## src/rtl/alu_pkg.sv

```systemverilog
// Shared definitions for the pipelined adder/subtractor: nibble size, the stage-1
// control struct and the 4-bit group generate/propagate function.
package alu_pkg;

    localparam int NIB = 4;

    // Per-bit g/p vectors are WIDTH-sized, so they sit next to this struct in the datapath.
    typedef struct packed {
        logic cin;
        logic a_msb;
        logic b_msb;
    } s1_t;

    function automatic logic [1:0] group_gp(input logic [NIB-1:0] g4, input logic [NIB-1:0] p4);
        logic grpG;
        logic grpP;
        grpG = g4[3] | (p4[3] & g4[2]) | (p4[3] & p4[2] & g4[1]) | (p4[3] & p4[2] & p4[1] & g4[0]);
        grpP = &p4;
        return {grpG, grpP};
    endfunction

endpackage

```

## src/rtl/cla_lookahead4.sv

```systemverilog
// 4-bit carry lookahead cell: carry into each bit from a group carry-in,
// plus group generate/propagate.
module cla_lookahead4
    import alu_pkg::*;
(
    input  logic [NIB-1:0] g,
    input  logic [NIB-1:0] p,
    input  logic           c,
    output logic [NIB-1:0] C,
    output logic           G,
    output logic           P
);

    assign C[0] = c;
    assign C[1] = g[0] | (p[0] & c);
    assign C[2] = g[1] | (p[1] & g[0]) | (p[1] & p[0] & c);
    assign C[3] = g[2] | (p[2] & g[1]) | (p[2] & p[1] & g[0]) | (p[2] & p[1] & p[0] & c);

    assign {G, P} = group_gp(g, p);

endmodule

```

## src/rtl/addsub_pipe2.sv

```systemverilog
// Two-stage pipelined adder/subtractor with valid/ready on both sides:
// stage 1 captures g/p and nibble G/P, stage 2 resolves carries, sum and flags.
module addsub_pipe2
    import alu_pkg::*;
#(
    parameter int WIDTH = 32
) (
    input  logic             clk,
    input  logic             rst,
    input  logic             flush,
    input  logic             in_valid,
    output logic             in_ready,
    input  logic [WIDTH-1:0] in_a,
    input  logic [WIDTH-1:0] in_b,
    input  logic             in_sub,
    output logic             out_valid,
    input  logic             out_ready,
    output logic [WIDTH-1:0] out_sum,
    output logic             out_cout,
    output logic             out_ovf,
    output logic             out_zero,
    output logic             out_neg
);

    localparam int NGRP = WIDTH / NIB;

    if (WIDTH % NIB != 0) begin : g_badWidth
        $error("addsub_pipe2: WIDTH (%0d) must be a multiple of 4", WIDTH);
    end

    logic             r_s1Valid;
    logic             r_outValid;
    logic             w_s1Adv;
    logic             w_s2Adv;

    logic [WIDTH-1:0] w_bMod;
    logic [WIDTH-1:0] w_g;
    logic [WIDTH-1:0] w_p;
    logic [NGRP-1:0]  w_grpG;
    logic [NGRP-1:0]  w_grpP;

    logic [WIDTH-1:0] r_g;
    logic [WIDTH-1:0] r_p;
    logic [NGRP-1:0]  r_grpG;
    logic [NGRP-1:0]  r_grpP;
    s1_t              r_s1;

    logic [NGRP:0]    w_c;
    logic [WIDTH-1:0] w_bitC;
    logic [NGRP-1:0]  w_unusedG;
    logic [NGRP-1:0]  w_unusedP;
    logic [WIDTH-1:0] w_sum;
    logic             w_ovf;

    logic [WIDTH-1:0] r_sum;
    logic             r_cout;
    logic             r_ovf;
    logic             r_zero;
    logic             r_neg;

    assign w_s2Adv  = r_s1Valid & (!r_outValid | out_ready);
    assign in_ready = !r_s1Valid | w_s2Adv;
    assign w_s1Adv  = in_valid & in_ready;

    // Subtraction is A + ~B + 1: invert B here and feed the +1 as carry-in.
    assign w_bMod = in_sub ? ~in_b : in_b;
    assign w_g    = in_a & w_bMod;
    assign w_p    = in_a ^ w_bMod;

    always_comb begin
        w_grpG = '0;
        w_grpP = '0;
        for (int k = 0; k < NGRP; k++) begin
            {w_grpG[k], w_grpP[k]} = group_gp(w_g[k*NIB +: NIB], w_p[k*NIB +: NIB]);
        end
    end

    always_ff @(posedge clk) begin
        if (w_s1Adv) begin
            r_g        <= w_g;
            r_p        <= w_p;
            r_grpG     <= w_grpG;
            r_grpP     <= w_grpP;
            r_s1.cin   <= in_sub;
            r_s1.a_msb <= in_a[WIDTH-1];
            r_s1.b_msb <= w_bMod[WIDTH-1];
        end
    end

    always_comb begin
        w_c    = '0;
        w_c[0] = r_s1.cin;
        for (int k = 0; k < NGRP; k++) begin
            w_c[k+1] = r_grpG[k] | (r_grpP[k] & w_c[k]);
        end
    end

    // Group G/P were already registered in stage 1, so the cells' own G/P go unused.
    for (genvar k = 0; k < NGRP; k++) begin : g_cla
        cla_lookahead4 u_cla (
            .g (r_g[k*NIB +: NIB]),
            .p (r_p[k*NIB +: NIB]),
            .c (w_c[k]),
            .C (w_bitC[k*NIB +: NIB]),
            .G (w_unusedG[k]),
            .P (w_unusedP[k])
        );
    end

    assign w_sum = r_p ^ w_bitC;
    assign w_ovf = (r_s1.a_msb == r_s1.b_msb) & (w_sum[WIDTH-1] != r_s1.a_msb);

    always_ff @(posedge clk) begin
        if (rst) begin
            r_s1Valid  <= 1'b0;
            r_outValid <= 1'b0;
            r_sum      <= '0;
            r_cout     <= 1'b0;
            r_ovf      <= 1'b0;
            r_zero     <= 1'b0;
            r_neg      <= 1'b0;
        end else if (flush) begin
            r_s1Valid  <= 1'b0;
            r_outValid <= 1'b0;
        end else begin
            if (w_s1Adv) begin
                r_s1Valid <= 1'b1;
            end else if (w_s2Adv) begin
                r_s1Valid <= 1'b0;
            end
            if (w_s2Adv) begin
                r_outValid <= 1'b1;
                r_sum      <= w_sum;
                r_cout     <= w_c[NGRP];
                r_ovf      <= w_ovf;
                r_zero     <= (w_sum == '0);
                r_neg      <= w_sum[WIDTH-1];
            end else if (out_ready) begin
                r_outValid <= 1'b0;
            end
        end
    end

    assign out_valid = r_outValid;
    assign out_sum   = r_sum;
    assign out_cout  = r_cout;
    assign out_ovf   = r_ovf;
    assign out_zero  = r_zero;
    assign out_neg   = r_neg;

endmodule
```

## config.mk

```make
export PLATFORM = sky130hd
export DESIGN_NAME = addsub_pipe2
export DESIGN_NICKNAME = d
export VERILOG_FILES = /design/src/rtl/alu_pkg.sv /design/src/rtl/cla_lookahead4.sv /design/src/rtl/addsub_pipe2.sv
export SDC_FILE = /design/constraint.sdc
export NUM_CORES = 1
export LEC_CHECK = 0
export ABC_AREA = 1
export ABC_CLOCK_PERIOD_IN_PS = 2800
export CORE_ASPECT_RATIO = 1.25
export CORE_UTILIZATION = 45
export CTS_BUF_LIST = sky130_fd_sc_hd__clkbuf_8
export DETAILED_ROUTE_END_ITERATION = 10
export PLACE_DENSITY = 0.73
export SETUP_SLACK_MARGIN = 0.15
export SYNTH_ARGS = -nofsm -noshare
export SYNTH_HDL_FRONTEND = slang
export SYNTH_HIERARCHICAL = 1
export SYNTH_SLANG_ARGS = --single-unit
```

## constraint.sdc

```tcl
create_clock -name clk -period 2.8 [get_ports clk]
set_clock_uncertainty 0.15 [all_clocks]
set_input_delay 0.42 -clock clk [delete_from_list [all_inputs] [get_ports clk]]
set_output_delay 0.42 -clock clk [all_outputs]
set_load 0.03 [all_outputs]
```

==> run_results.csv, run 1 <==
group,metric,value,unit
outcome,status,"complete, no violations",
clocking,clock_path_buffers,2,
timing,hold_violations,0,
cells_and_area,instances_no_fill,804,
cells_and_area,drive_gt1_share,10.1,%
die,core,0.0117,mm^2
timing,relSlewSlack,71.7,%
setup_path,r2r-end,"out_zero$_SDFFE_PP0P_",
placed_design,dp_cells,782,
grt,antenna_found_initial,0,
route,wire_per_inst,13.5,um
synthesis,synth.net_count,632,
grt,grt_remaining_overflow,0,
setup_path,path_max_fanout,4,
route,vias_per_cell,4.97,
timing,grt_setup_unrepaired,"true",
min_path,hold_end,"out_zero$_SDFFE_PP0P_",
die,fp.dieW,101,um
timing,fin_tns_setup,0,ns
route,drc,0,
grt,grt_max_degree,76,
die,fp.dieH,125,um
clocking,clock_latency,0.36,ns
setup_path,rr_worst_depth,23,
power_and_ir_drop,p_leak,0.00286,uW
clocking,path_clk_slew,0.09,ns
timing,period_needed,2.60,ns
route,firstDrtPassIters,5,
route,detail-route-antenna-nets,0,
min_path,min-delay-start,"out_zero$_SDFFE_PP0P_",
synthesis,syn_area,0.00547,mm^2
clocking,cts_root_buf,"clkbuf_8",
power_and_ir_drop,fin_total_pwr,3620,uW
route,routed_wl,10900,um
setup_path,r2r-start,"r_s1[2]$_DFFE_PP_",
setup_path,r2r_slack,0.20,ns
setup_path,arrival,2.75,ns
setup_path,cpMaxStageDelayCell,"edfxtp_1",
synthesis,syn_avg_cell_area,10.3,um^2
timing,drv_slew,0,
clocking,cts_buffers,9,
placed_design,port_buffers,107,
min_path,hp-class,"flip-flop to flip-flop",
cells_and_area,nFillCells,999,
synthesis,syn_inst,530,
cells_and_area,finalInstanceArea,0.00697,mm^2
grt,grt_use_met1,20.3,%
route,vias,3992,
timing,finalSetupViolCount,0,
grt,grt.total_usage,17.9,%
synthesis,yosysWarnings,6,
grt,use_met2,32.7,%
placed_design,place_area,0.00669,mm^2
setup_path,crit_top_cell,"nand2_4",
cells_and_area,final_nets,740,
die,num_rows,44,
route,drt_iter0_drc,117,
grt,grt_pass1_vias,3919,
setup_path,criticalPathCategory,"flip-flop to flip-flop",
timing,post-route-period-util,92.7,%
timing,fmax,385,MHz
setup_path,cpPeakStageDelay,0.40,ns
power_and_ir_drop,max-vdd-ir-drop,0.235,mV
placed_design,dp_hpwl,8210,um
cells_and_area,antenna_cells,0,
setup_path,cp-end-kind,"flip-flop",
die,start_util,46.6,%
clocking,hold_buffers,0,
clocking,numClockSinks,112,
die,pin_count,108,
clocking,cts_tree,"built",
min_path,hold_depth,2,
run,drv_cap,0,
timing,worst_pin_slew,0.424,ns
grt,met3_usage,2.01,%
clocking,htree_levels,3,
setup_path,worst_ep_required_time,2.95,ns
cells_and_area,area_delta_synth_final,27.6,%
grt,grt_pass1_wl,17500,um
placed_design,routabilityCongestion,0.825,
grt,busiest_layer,"met2",
setup_path,startpoint_type,"flip-flop",
power_and_ir_drop,powerDensity,520,mW/mm^2
die,die-area,0.0126,mm^2
setup_path,worstPathCellList,"nand2_1 -> nand2_2 -> nand2_2 -> nand2_4 -> nand2_4 -> nand2_4 -> nand2_4 -> nand2_4 -> nand2_4 -> nand2_4 -> nand2_4 -> nand2_4 -> nand2_4 -> nand2_4 -> nand2_2 -> nand2_2 -> nand2_2 -> nand2_2 -> xnor2_2 -> nand2_1 -> nor4_2 -> nand3_1 -> a21oi_1",
timing,timing.hold.ws,0.331,ns
## state kept, by name (all words and copies together) (netlist names)
register and count:
out_valid 1, r_grpG 8, out_ovf 1, r_s1Valid 1, out_zero 1, r_p 32, r_s1 3, out_cout 1
r_g 24, out_sum 32, r_grpP 8
## worst max-delay path: cells and delay by family, from the launching register on
family	cells	cell delay (ns)
and+or+nand+nor	21	1.70
AOI/OAI and AO/OA	1	0.14
xor gates and xnor gates	1	0.16
DFF	1	0.40
## power breakdown
part           switching [uW]  internal (uW)  total, uW
Combinational             437            360        797
Clock                     494            332        826
Sequential               80.6           1920       2000
Total                    1010           2610       3620
## metal layers
layer / part of all wire (%) / vias up / wire, um
met5: 0 / - / 0
met4: 2.2 / 0 / 238
met3: 3.3 / 17 / 358
met2: 54 / 102 / 5870
met1: 41 / 1869 / 4430
li1: - / 2004 / -
## what timing repair did
item	in CTS	in global routing
setup buffers	1	5
endpoints found under the setup margin	1	2
pin swaps	1	14
gates resized for setup	2	15
## cells in the final DEF, fill, tap and decap left out
| master | instances |
|---|---|
| o211ai_1 | 1 |
| ha_1 | 32 |
| nand4_1 | 13 |
| nand2_2 | 23 |
| a21oi_1 | 40 |
| edfxtp_1 | 75 |
| buf_2 | 1 |
| nor3_1 | 1 |
| dfxtp_1 | 36 |
| clkinvlp_4 | 1 |
| xor2_1 | 53 |
| dfxtp_2 | 1 |
| nor4_2 | 1 |
| nand2_1 | 54 |
| nor3_2 | 1 |
| clkdlybuf4s50_1 | 106 |
| inv_1 | 51 |
| buf_12 | 2 |
| clkbuf_8 | 10 |
| nand3_1 | 34 |
| nand2_4 | 11 |
| a21oi_2 | 1 |
| o21ai_0 | 33 |
| buf_4 | 11 |
| nor2_1 | 38 |
| clkinv_2 | 1 |
| xnor2_1 | 10 |
| xnor2_2 | 1 |
| nor4_1 | 1 |
## final cells by class
type / count / area [um^2] / area share [%]
clock buffer: 10 / 138 / 1.97
clock inverter: 6 / 23.8 / 0.341
inverter: 47 / 180 / 2.58
multi-input combinational: 348 / 2250 / 32.2
sequential: 112 / 2990 / 42.9
tap: 161 / 201 / 2.89
timing repair buffer: 120 / 1190 / 17.0
## per-stage QoR
step	setup WS, ns	util, %
finish	0.204	59.5
global placement	0.178	57.0
detailed placement	-0.00521	57.0
CTS	0.205	58.6
global route	-0.0176	59.5
floorplan	0.213	-
## how the worst max path moves through the flow
stage	startpoint	cells after the start	end
2_1_floorplan	out_valid$_SDFFE_PP0P_	5	r_g[0]$_DFFE_PP_
3_3_place_gp	r_s1[2]$_DFFE_PP_	23	out_zero$_SDFFE_PP0P_
3_5_place_dp	r_s1[2]$_DFFE_PP_	23	out_zero$_SDFFE_PP0P_
4_1_cts	r_grpP[0]$_DFFE_PP_	23	out_zero$_SDFFE_PP0P_
5_1_grt	r_s1[2]$_DFFE_PP_	23	out_zero$_SDFFE_PP0P_
6_report	r_s1[2]$_DFFE_PP_	23	out_zero$_SDFFE_PP0P_
Power figures use the tool's default switching activity.
==> inputs of run 2 (changes only) <==
--- a/constraint.sdc
+++ b/constraint.sdc
@@ -3,3 +3,3 @@
 set_input_delay 0.42 -clock clk [delete_from_list [all_inputs] [get_ports clk]]
 set_output_delay 0.42 -clock clk [all_outputs]
-set_load 0.03 [all_outputs]
+set_load 0.005 [all_outputs]
==> run_results.csv, run 2 (synthesized netlist as in run 1, its figures left out) <==
group,metric,value,unit
placed_design,dp_cells,782,
min_path,hold_end,"out_zero$_SDFFE_PP0P_",
clocking,numClockSinks,112,
timing,grt_setup_unrepaired,"true",
placed_design,dp_hpwl,8260,um
power_and_ir_drop,p_sw_share,27.6,%
die,die-area,0.0126,mm^2
min_path,min-delay-start,"out_zero$_SDFFE_PP0P_",
setup_path,criticalPathCategory,"flip-flop to flip-flop",
cells_and_area,mostFrequentLayoutCells,"clkdlybuf4s50_1, edfxtp_1, nand2_1, xor2_1, inv_1",
power_and_ir_drop,powerDensity,519,mW/mm^2
grt,grt_max_degree,76,
grt,grt_pass1_vias,3878,
power_and_ir_drop,p_leak,0.00286,uW
route,drc,0,
timing,timing.final.ws_setup,0.210,ns
grt,grt.total_usage,18.0,%
timing,fin_tns_setup,0,ns
clocking,clock_latency,0.37,ns
grt,grt_pass1_wl,17600,um
die,pin_count,108,
setup_path,path_max_fanout,4,
timing,drv_slew,0,
power_and_ir_drop,internal-power,2630,uW
grt,grt_remaining_overflow,0,
setup_path,rr_worst_depth,23,
timing,relSlewSlack,73.4,%
setup_path,cp-end-kind,"flip-flop",
die,core,0.0117,mm^2
placed_design,post-place-ws,0.0609,ns
setup_path,cpMaxStageDelayCell,"edfxtp_1",
clocking,clock_path_buffers,2,
timing,post-route-period-util,92.5,%
clocking,htree_levels,3,
die,start_util,46.6,%
timing,finalSetupViolCount,0,
route,firstDrtPassIters,5,
timing,hold_violations,0,
setup_path,worstPathCellList,"nand2_1 -> nand2_2 -> nand2_2 -> nand2_4 -> nand2_4 -> nand2_4 -> nand2_4 -> nand2_4 -> nand2_4 -> nand2_4 -> nand2_4 -> nand2_4 -> nand2_4 -> nand2_4 -> nand2_2 -> nand2_2 -> nand2_2 -> nand2_2 -> xnor2_2 -> nand2_1 -> nor4_2 -> nand3_1 -> a21oi_1",
timing,period_needed,2.59,ns
setup_path,path_buf_inv,0,
clocking,path_clk_slew,0.10,ns
setup_path,crit_top_cell,"nand2_4",
power_and_ir_drop,p_clk_share,23.6,%
clocking,hold_buffers,0,
run,drv_cap,0,
die,fp.dieH,125,um
cells_and_area,area_delta_synth_final,28.1,%
power_and_ir_drop,max-vdd-ir-drop,0.243,mV
cells_and_area,final_nets,740,
setup_path,arrival,2.74,ns
cells_and_area,nFillCells,993,
power_and_ir_drop,p_sw,1000,uW
cells_and_area,drive_gt1_share,10.7,%
setup_path,worst_ep_required_time,2.95,ns
timing,worst_pin_slew,0.398,ns
setup_path,critPathTopFamily,"simple AND/OR/NAND/NOR gates",
route,wire_per_inst,13.6,um
placed_design,port_buffers,107,
timing,fmax,386,MHz
setup_path,cpPeakStageDelay,0.40,ns
route,vias,3958,
clocking,cts_buffers,9,
route,detail-route-antenna-nets,0,
die,fp.dieW,101,um
cells_and_area,layout_commonest_cell,"clkdlybuf4s50_1",
cells_and_area,instances_no_fill,804,
clocking,cts_tree,"built",
setup_path,path_depth,23,
setup_path,r2r-end,"out_zero$_SDFFE_PP0P_",
cells_and_area,antenna_cells,0,
grt,antenna_found_initial,0,
power_and_ir_drop,seqPwrFrac,55.1,%
setup_path,startpoint_type,"flip-flop",
setup_path,r2r-start,"r_s1[2]$_DFFE_PP_",
route,drt_iter0_drc,192,
die,num_rows,44,
min_path,hp-class,"flip-flop to flip-flop",
route,routed_wl,11000,um
setup_path,r2r_slack,0.21,ns
min_path,hold_depth,2,
outcome,status,"complete, no violations",
power_and_ir_drop,p_comb_share,21.2,%
timing,timing.hold.ws,0.339,ns
route,vias_per_cell,4.92,
clocking,cts_root_buf,"clkbuf_8",
placed_design,routabilityCongestion,0.840,
==> run 2: tightest hold or removal path, stage by stage, from the launching register on <==
cell and delay [ns]:
dfxtp_1 0.33, nand2_1 0.07, a21oi_1 0.05
==> run 2: final cells by class <==
type,instances,area [um^2],share of cell area (%)
multi-input combinational,348,2260,32.4
sequential,112,2990,42.8
inverter,47,180,2.57
tap,161,201,2.88
timing repair buffer,120,1190,17.0
clock inverter,6,33.8,0.483
clock buffer,10,138,1.97
==> run 2: layer usage <==
| metal | wire (um) | vias to the layer above | global-route usage, % |
|---|---|---|---|
| met5 | 0 | - | 0 |
| li1 | - | 1997 | - |
| met3 | 371 | 16 | 2.01 |
| met1 | 4370 | 1858 | 20.4 |
| met4 | 221 | 0 | 8.27 |
| met2 | 6000 | 87 | 33.2 |
==> run 2: how the worst max path moves through the flow <==
stage / startpoint / end / slack [ns]
5_1_grt: r_s1[2]$_DFFE_PP_ / out_zero$_SDFFE_PP0P_ / 0.02
6_report: r_s1[2]$_DFFE_PP_ / out_zero$_SDFFE_PP0P_ / 0.21
3_5_place_dp: r_s1[2]$_DFFE_PP_ / out_zero$_SDFFE_PP0P_ / 0.06
4_1_cts: r_s1[2]$_DFFE_PP_ / out_zero$_SDFFE_PP0P_ / 0.16
2_1_floorplan: r_s1[2]$_DFFE_PP_ / out_zero$_SDFFE_PP0P_ / 0.36
3_3_place_gp: r_s1[2]$_DFFE_PP_ / out_zero$_SDFFE_PP0P_ / 0.18
==> run 2: repair_timing <==
| item | 4_1_cts | 5_1_grt |
|---|---|---|
| hold endpoints to repair | 0 | 0 |
| setup endpoints to repair | 1 | 2 |
| resized for setup | 3 | 17 |
| setup buffers | 1 | 5 |
| pin swaps | 3 | 16 |
==> run 2: per-stage QoR <==
| step | instance area (um^2) | utilization [%] | power [uW] |
|---|---|---|---|
| 2_1_floorplan | 5470 | - | 2490 |
| 6_report | 7000 | 59.7 | 3630 |
| 3_3_place_gp | 6680 | 57.0 | 2740 |
| 4_1_cts | 6880 | 58.7 | 3620 |
| 5_1_grt | 7000 | 59.7 | 3810 |
| 3_5_place_dp | 6680 | 57.0 | 2760 |
==> run 2: power by group through the flow <==
stage | logic, uW | registers [uW] | clock network, uW
2_1_floorplan | 470 | 2020 | 0
4_1_cts | 733 | 2000 | 887
5_1_grt | 856 | 2020 | 939
3_5_place_dp | 722 | 2040 | 0
3_3_place_gp | 707 | 2030 | 0
6_report | 771 | 2000 | 859
==> inputs of run 3 (changes only) <==
- REMOVE_ABC_BUFFERS: not set -> 1
==> run_results.csv, run 3 (synthesized netlist as in run 1, its figures left out) <==
group,metric,value,unit
timing,timing.final.ws_setup,0.181,ns
cells_and_area,instances_no_fill,810,
route,firstDrtPassIters,5,
cells_and_area,layout_commonest_cell,"clkdlybuf4s50_1",
timing,hold_violations,0,
timing,fmax,382,MHz
clocking,clock_latency,0.37,ns
placed_design,routabilityCongestion,0.813,
clocking,cts_root_buf,"clkbuf_8",
route,drc,0,
route,drt_iter0_drc,177,
die,fp.dieW,101,um
setup_path,critPathTopFamily,"simple AND/OR/NAND/NOR gates",
timing,period_needed,2.62,ns
setup_path,cp-end-kind,"flip-flop",
route,vias,4006,
placed_design,dp_cells,781,
setup_path,r2r-start,"r_s1[2]$_DFFE_PP_",
route,wire_per_inst,13.6,um
setup_path,worst_ep_required_time,2.95,ns
setup_path,worstPathCellList,"nand2_1 -> nand2_2 -> nand2_2 -> nand2_4 -> nand2_4 -> nand2_4 -> nand2_4 -> nand2_4 -> nand2_4 -> nand2_4 -> nand2_4 -> nand2_4 -> nand2_4 -> nand2_4 -> nand2_2 -> nand2_2 -> nand2_2 -> nand2_2 -> xnor2_2 -> nand2_1 -> nor4_2 -> nand3_1 -> a21oi_1",
timing,relSlewSlack,74.3,%
clocking,cts_buffers,9,
setup_path,critPathCapture,"out_zero$_SDFFE_PP0P_",
grt,antenna_found_initial,0,
setup_path,path_depth,23,
clocking,cts_tree,"built",
run,drv_cap,0,
clocking,numClockSinks,112,
cells_and_area,final_nets,746,
setup_path,r2r-end,"out_zero$_SDFFE_PP0P_",
placed_design,dp_hpwl,8230,um
setup_path,path_buf_inv,0,
outcome,status,"complete, no violations",
grt,grt.total_usage,18.1,%
setup_path,r2r_slack,0.18,ns
setup_path,crit_path_start,"r_s1[2]$_DFFE_PP_",
setup_path,path_max_fanout,4,
timing,post-route-period-util,93.5,%
grt,grt_pass1_wl,17800,um
clocking,htree_levels,3,
die,pin_count,108,
clocking,clock_path_buffers,2,
timing,finalSetupViolCount,0,
cells_and_area,antenna_cells,0,
setup_path,crit_top_cell,"nand2_4",
cells_and_area,seq_area,0.00299,mm^2
timing,worst_pin_slew,0.386,ns
cells_and_area,drive_gt1_share,10.8,%
setup_path,cpPeakStageDelay,0.39,ns
cells_and_area,nFillCells,997,
clocking,path_clk_slew,0.10,ns
setup_path,cpMaxStageDelayCell,"edfxtp_1",
setup_path,criticalPathCategory,"flip-flop to flip-flop",
grt,grt_remaining_overflow,0,
min_path,hp-class,"flip-flop to flip-flop",
die,fp.dieH,125,um
route,vias_per_cell,4.95,
power_and_ir_drop,fin_total_pwr,3640,uW
placed_design,post-place-ws,-0.0507,ns
die,die-area,0.0126,mm^2
setup_path,startpoint_type,"flip-flop",
die,start_util,46.6,%
power_and_ir_drop,p_leak,0.00289,uW
grt,grt_pass1_vias,3998,
die,num_rows,44,
timing,drv_slew,0,
route,routed_wl,11000,um
power_and_ir_drop,powerDensity,518,mW/mm^2
power_and_ir_drop,max-vdd-ir-drop,0.212,mV
placed_design,port_buffers,107,
setup_path,arrival,2.77,ns
timing,grt_setup_unrepaired,"true",
cells_and_area,mostFrequentLayoutCells,"clkdlybuf4s50_1, edfxtp_1, nand2_1, xor2_1, inv_1",
setup_path,rr_worst_depth,23,
cells_and_area,multi_input_area,0.00224,mm^2
cells_and_area,final_util,59.9,%
grt,grt_max_degree,76,
route,detail-route-antenna-nets,0,
cells_and_area,area_delta_synth_final,28.5,%
die,core,0.0117,mm^2
-- run 3: cell types whose count changed in the layout (fill, tap and decap cells not counted), sizes merged --
cell | previous run | this run
buf | 14 | 20
inv | 49 | 50
clkinvlp | 1 | 0
-- run 3: timing repair --
item / in CTS / in global routing
buffers inserted: 2 / 11
pin swaps: 3 / 14
hold buffers: 0 / 0
resized for setup: 3 / 13
setup endpoints to repair: 1 / 2
-- run 3: tightest hold or removal path: cells and delay by family (launching register included) --
| family | cells | cell delay (ns) |
|---|---|---|
| compound gates | 1 | 0.06 |
| flops | 1 | 0.32 |
| simple gates | 1 | 0.06 |
-- run 3: worst min path at each step --
stage                          start                     to  depth (start not counted)
6_report       out_zero$_SDFFE_PP0P_  out_zero$_SDFFE_PP0P_                          2
5_1_grt        out_zero$_SDFFE_PP0P_  out_zero$_SDFFE_PP0P_                          2
4_1_cts        out_zero$_SDFFE_PP0P_  out_zero$_SDFFE_PP0P_                          2
3_5_place_dp   out_zero$_SDFFE_PP0P_  out_zero$_SDFFE_PP0P_                          2
3_3_place_gp    out_ovf$_SDFFE_PP0P_   out_ovf$_SDFFE_PP0P_                          2
2_1_floorplan   out_ovf$_SDFFE_PP0P_   out_ovf$_SDFFE_PP0P_                          2
-- run 3: report_power, final --
part | switching (uW) | internal, uW | leakage (uW)
logic | 408 | 376 | 0.00174
clock network | 512 | 338 | 0.0000998
registers | 82.8 | 1920 | 0.00105
-- run 3: metal layers --
layer / vias to the layer above / track usage (%) / part of all wire (%)
met3: 16 / 2.24 / 4.3
met4: 0 / 9.12 / 2.3
met2: 109 / 33.2 / 54
met5: - / 0 / 0
li1: 2008 / - / -
met1: 1873 / 20.4 / 40
-- run 3: cell type report --
cell class	instances	area share, %
clock inverter	6	0.427
sequential	112	42.6
inverter	47	2.51
tap	161	2.87
multi-input combinational	348	31.9
clock buffer	10	1.96
timing repair buffer	126	17.7
-- run 3: through the flow --
step	hold WS [ns]	area [um^2]	TNS [ns]
2_1_floorplan	0.306	5330	0
3_3_place_gp	0.312	6680	0
3_5_place_dp	0.317	6680	-0.0507
4_1_cts	0.331	6890	0
5_1_grt	0.351	7030	-0.0418
6_report	0.328	7030	0
